--- config.mk ---
export PLATFORM = sky130hd
export DESIGN_NAME = btn_press_classifier
export DESIGN_NICKNAME = d
export VERILOG_FILES = /design/src/rtl/btn_press_classifier.sv
export SDC_FILE = /design/constraint.sdc
export NUM_CORES = 1
export LEC_CHECK = 0
export ABC_AREA = 1
export ABC_CLOCK_PERIOD_IN_PS = 2200
export CORE_MARGIN = 5
export CORE_UTILIZATION = 35
export DETAILED_ROUTE_END_ITERATION = 7
export PLACE_DENSITY = 0.52
export RECOVER_POWER = 100
export SYNTH_ARGS = -nofsm -noshare
export SYNTH_HDL_FRONTEND = slang
export SYNTH_SLANG_ARGS = --single-unit
--- constraint.sdc ---
create_clock -name clk -period 2.2 [get_ports clk]
set_clock_uncertainty 0.2 [all_clocks]
set_input_delay 0.22 -clock clk [delete_from_list [all_inputs] [get_ports clk]]
set_output_delay 0.22 -clock clk [all_outputs]
set_load 0.02 [all_outputs]
--- src/rtl/btn_press_classifier.sv ---
// Classifies debounced button presses as short or long, emits repeat pulses
// while a long press is held, and keeps a wrapping count of short presses.
module btn_press_classifier #(
  parameter int unsigned TICK_DIV  = 50000,
  parameter int unsigned LONG_MS   = 5000,
  parameter int unsigned REPEAT_MS = 500,
  parameter int unsigned CNT_W     = 4
) (
  input  logic             clk,
  input  logic             rst,
  input  logic             btn_in,
  input  logic             count_clr,
  output logic             short_pulse,
  output logic             long_pulse,
  output logic             repeat_pulse,
  output logic             held,
  output logic [CNT_W-1:0] press_count
);

  localparam int unsigned PRE_W    = (TICK_DIV > 1) ? $clog2(TICK_DIV) : 1;
  localparam int unsigned MS_W     = $clog2(LONG_MS + 1);
  localparam int unsigned REP_W    = (REPEAT_MS > 0) ? $clog2(REPEAT_MS + 1) : 1;
  localparam int unsigned REP_LAST = (REPEAT_MS > 0) ? REPEAT_MS - 1 : 0;
  localparam bit          REP_EN   = (REPEAT_MS > 0);

  localparam logic [1:0] IDLE      = 2'd0;
  localparam logic [1:0] PRESSED   = 2'd1;
  localparam logic [1:0] LONG_HOLD = 2'd2;

  logic [1:0]       state;
  logic [1:0]       state_nxt;
  logic             sync_q1;
  logic             btn_s;
  logic [PRE_W-1:0] presc;
  logic [MS_W-1:0]  ms_cnt;
  logic [REP_W-1:0] rep_cnt;
  logic             tick_c;
  logic             ms_last_c;
  logic             rep_hit_c;
  logic             short_nxt;
  logic             long_nxt;
  logic             repeat_nxt;
  logic             held_nxt;
  logic [CNT_W-1:0] count_nxt;

  // Two-flop synchronizer; the FSM only ever looks at btn_s.
  always_ff @(posedge clk or posedge rst) begin
    if (rst) begin
      sync_q1 <= 1'b0;
      btn_s   <= 1'b0;
    end else begin
      sync_q1 <= btn_in;
      btn_s   <= sync_q1;
    end
  end

  assign tick_c    = (state != IDLE) && (presc == PRE_W'(TICK_DIV - 1));
  assign ms_last_c = (ms_cnt == MS_W'(LONG_MS - 1));
  assign rep_hit_c = REP_EN && (state == LONG_HOLD) && tick_c &&
                     (rep_cnt == REP_W'(REP_LAST));

  // Prescaler and ms counter idle at zero, so every entry to PRESSED starts clean.
  always_ff @(posedge clk or posedge rst) begin
    if (rst) begin
      presc  <= '0;
      ms_cnt <= '0;
    end else if (state == IDLE) begin
      presc  <= '0;
      ms_cnt <= '0;
    end else begin
      presc <= tick_c ? '0 : presc + PRE_W'(1);
      if (state == PRESSED && tick_c) begin
        ms_cnt <= ms_cnt + MS_W'(1);
      end
    end
  end

  always_ff @(posedge clk or posedge rst) begin
    if (rst) begin
      rep_cnt <= '0;
    end else if (state != LONG_HOLD || !REP_EN) begin
      rep_cnt <= '0;
    end else if (tick_c) begin
      rep_cnt <= rep_hit_c ? '0 : rep_cnt + REP_W'(1);
    end
  end

  always_ff @(posedge clk or posedge rst) begin
    if (rst) begin
      state <= IDLE;
    end else begin
      state <= state_nxt;
    end
  end

  // Release is checked first in each held state so it beats a coincident tick.
  always_comb begin
    state_nxt  = state;
    short_nxt  = 1'b0;
    long_nxt   = 1'b0;
    repeat_nxt = 1'b0;
    case (state)
      IDLE: begin
        if (btn_s) state_nxt = PRESSED;
      end
      PRESSED: begin
        if (!btn_s) begin
          state_nxt = IDLE;
          short_nxt = 1'b1;
        end else if (tick_c && ms_last_c) begin
          state_nxt = LONG_HOLD;
          long_nxt  = 1'b1;
        end
      end
      LONG_HOLD: begin
        if (!btn_s) begin
          state_nxt = IDLE;
        end else if (rep_hit_c) begin
          repeat_nxt = 1'b1;
        end
      end
      default: state_nxt = IDLE;
    endcase
    held_nxt = (state_nxt == LONG_HOLD);
    if (count_clr) begin
      count_nxt = '0;
    end else if (short_nxt) begin
      count_nxt = press_count + CNT_W'(1);
    end else begin
      count_nxt = press_count;
    end
  end

  always_ff @(posedge clk or posedge rst) begin
    if (rst) begin
      short_pulse  <= 1'b0;
      long_pulse   <= 1'b0;
      repeat_pulse <= 1'b0;
      held         <= 1'b0;
      press_count  <= '0;
    end else begin
      short_pulse  <= short_nxt;
      long_pulse   <= long_nxt;
      repeat_pulse <= repeat_nxt;
      held         <= held_nxt;
      press_count  <= count_nxt;
    end
  end

  a_pulse_excl: assert property (@(posedge clk) disable iff (rst)
    $onehot0({short_pulse, long_pulse, repeat_pulse}));
  a_long_held: assert property (@(posedge clk) disable iff (rst)
    long_pulse |-> held);

endmodule
==> impl_metrics.py <==
metrics = {
    "timing": {
        "max_clock_freq_mhz": 536,
        "rsz0062_at_grt": "no",
        "fin_setup_tns_ns": 0,
        "period_needed_ns": 1.87,
        "tightestPinTransition_ns": 0.742,
        "fin_crit_sh": 0.848,
        "slew_headroom": 0.505,
        "drv_slew": 0,
        "setup_viol": 0,
        "hold_viol": 0,
    },
    "clocking": {
        "clock_path_buffers": 2,
        "clock_sinks": 50,
        "postCtsSetupBuffers": 0,
        "cts_tree": "done",
        "clk_latency_ns": 0.30,
        "clockRootBuffer": "clkbuf_8",
        "numCtsBuffers": 5,
        "cts.hold.buffers_added": 0,
        "path_clk_slew_ns": 0.10,
        "htreeDepth": 2,
        "cts.repair.resized": 0,
    },
    "worst_setup_path": {
        "max_stage_delay_ns": 0.38,
        "worstSetupPathType": "flip-flop to flip-flop",
        "cp_num_buf_inv": 0,
        "end_kind": "flip-flop",
        "crit_start": "presc[0]",
        "start_kind": "flip-flop",
        "crit_fanout": 11,
        "cp.required_ns": 2.25,
        "crit_family": "simple AND/OR/NAND/NOR gates",
        "critPathSlowestCell": "dfrtp_1",
        "worstPathArrival_ns": 1.91,
        "r2r_setup_slack_ns": 0.33,
        "rr_worst_depth": 7,
        "worstPathCellList": "ha_1, nand3_1, nor2_2, nand3_4, nand2_1, nand2_1, nand2_1",
        "r2r_start": "presc[0]",
        "critPathMostFrequentCell": "nand2_1",
        "worst_r2r_endpoint": "ms_cnt[5]",
    },
    "power_and_ir_drop": {
        "power.density_mw_per_mm2": 556,
        "swShare": 0.215,
        "p_seq_frac": 0.524,
        "ir_drop_mv": 0.301,
        "p_sw_w": 0.000385,
        "combPwrFrac": 0.045,
        "power.leakage_nw": 1.54,
        "p_clk_frac": 0.431,
        "p_int_w": 0.00141,
    },
    "placed_design": {
        "hpwl_mm": 4.56,
        "gp_congestion": 0.817,
        "portBuffers": 11,
        "dp_cells": 503,
    },
    "yosys": {
        "synth_mux_area_frac": 0,
        "synth_top_family_by_area": "simple AND/OR/NAND/NOR gates",
        "synth.area.top_cells": "dfrtp_1 (44%), nand2_1 (15%), nand3_1 (7.2%), inv_1 (6.2%), nor2_1 (6.2%)",
        "synth_top_area_frac": 0.436,
        "ys_types": 31,
        "syn_inst": 386,
        "async_flop_share": 1.00,
        "synth_compound_area_frac": 0.0310,
        "synth-edff-count": 0,
        "syn_avg_cell_area_um2": 7.43,
        "ys_seq_area_frac": 0.436,
        "ys_top_cells_by_count": "nand2_1 (112), dfrtp_1 (50), inv_1 (47), nor2_1 (47), nand3_1 (41)",
        "synth_nets": 394,
        "yosys_warnings": 0,
        "synthXorXnorAreaFrac": 0.0305,
        "ys_ff_latch": 50,
        "synth_area_mm2": 0.00287,
        "synth_most_common_cell": "nand2_1",
        "synth_simple_gate_area_frac": 0.412,
        "synthFlopType": "dfrtp_1",
        "synth-adder-area-share": 0.0175,
        "synth_top_area_cell": "dfrtp_1",
    },
    "run_status": {
        "outcome": "complete, no violations",
    },
    "layout": {
        "fin_cells": 511,
        "syn_to_final_growth_pct": 12.4,
        "n_antenna_cell": 0,
        "finalNetCount": 413,
        "drive_gt1_frac": 0.0788,
    },
    "routing": {
        "ant_nets": 0,
        "route.detailed.drc": 0,
        "wl_per_cell_um": 11.8,
        "drt_iter0_drc": 64,
        "vias_per_cell": 4.64,
        "routed_wl_mm": 6.02,
        "drt_pass1_iterations": 4,
        "dr_total_vias": 2370,
    },
    "die": {
        "dieWidth_um": 101,
        "initial_core_util": 0.354,
        "die_h_um": 101,
        "coreArea_mm2": 0.00809,
        "num_rows": 33,
        "dieArea_mm2": 0.0101,
        "ios": 12,
    },
    "global_route": {
        "grt_pass1_wl_mm": 10.7,
        "met1_usage": 0.185,
        "busiest_layer": "met2",
        "grt-ovfl-total": 0,
        "grtUsageTotal": 0.129,
        "grt_pass1_vias": 2325,
        "grtUsageMet2": 0.206,
        "use_met3": 0.0228,
        "grt_antenna_before_repair": 0,
        "grt_max_degree": 21,
    },
    "worst_hold_path": {
        "hp-class": "flip-flop to flip-flop",
        "min_to": "btn_s",
        "hold_start": "sync_q1",
        "min_delay_path_depth": 0,
    },
    "flow_run": {
        "maxCapViolations": 0,
    },
}
==> state kept, by name, indices dropped and copies added (netlist names) <==
signal / cells
btn_s: 1
presc: 16
long_pulse: 1
short_pulse: 1
ms_cnt: 13
state: 2
held: 1
sync_q1: 1
rep_cnt: 9
repeat_pulse: 1
press_count: 4
==> metrics by stage <==
stage	worst slack, ns	utilization	hold slack (ns)	cell area [µm²]	total power, W
after detailed placement	0.355	0.385	0.158	3120	0.00105
after global routing	0.112	0.398	0.180	3220	0.00188
final	0.335	0.398	0.170	3220	0.00179
after global placement	0.356	0.385	0.134	3120	0.00104
after CTS	0.322	0.402	0.0342	3260	0.00183
after floorplan	0.579	-	0.0514	2870	0.00101
==> worst max-delay path by stage <==
stage | to | cells after the start
6_report | ms_cnt[5] | 7
5_1_grt | ms_cnt[3] | 7
4_1_cts | rep_cnt[8] | 8
3_5_place_dp | rep_cnt[3] | 8
3_3_place_gp | rep_cnt[2] | 8
2_1_floorplan | btn_s | 1
==> final cells by class <==
type	count	area [µm²]
Fill cell	877	4870
Multi-Input combinational cell	283	1380
Sequential cell	50	1250
Inverter	50	188
Timing Repair Buffer	15	134
Tap cell	105	131
Clock buffer	5	68.8
Clock inverter	3	68.8
==> layout by cell type (no fill, tap or decap), drive strengths merged, types with 2 or more instances in the layout <==
master | netlist | layout
nand2 | 118 | 118
nor2 | 62 | 62
dfrtp | 50 | 50
inv | 50 | 50
nand3 | 43 | 43
nand4 | 12 | 12
nor3 | 12 | 12
dlygate4sd3 | 0 | 10
xor2 | 9 | 9
a21oi | 9 | 9
clkbuf | 1 | 7
o21ai | 5 | 5
ha | 4 | 4
nand3b | 2 | 2
bufinv | 0 | 2
buf | 2 | 2
==> kinds of logic (layout without fill, tap and decap cells) <==
group,Yosys count,after routing
AOI/OAI and AO/OA,16,16
xor gates and xnor gates,10,10
adders and majority gates,4,4
buffers and inverters,53,73
DFF,50,50
and+or+nand+nor,253,253
==> per-layer routing <==
metal,routed length [µm],vias to the layer above
li1,-,1259
met1,3030,1091
met2,2820,18
met3,138,2
met4,31,0
met5,0,-
==> power groups by stage <==
stage	logic [W]	registers (W)	clock network [W]
floorplan	0.0000503	0.000959	0
global placement	0.0000879	0.000957	0
detailed placement	0.0000900	0.000957	0
CTS	0.0000899	0.000939	0.000805
global route	0.0000951	0.000940	0.000843
finish	0.0000806	0.000938	0.000773
Power figures use the tool's default switching activity.
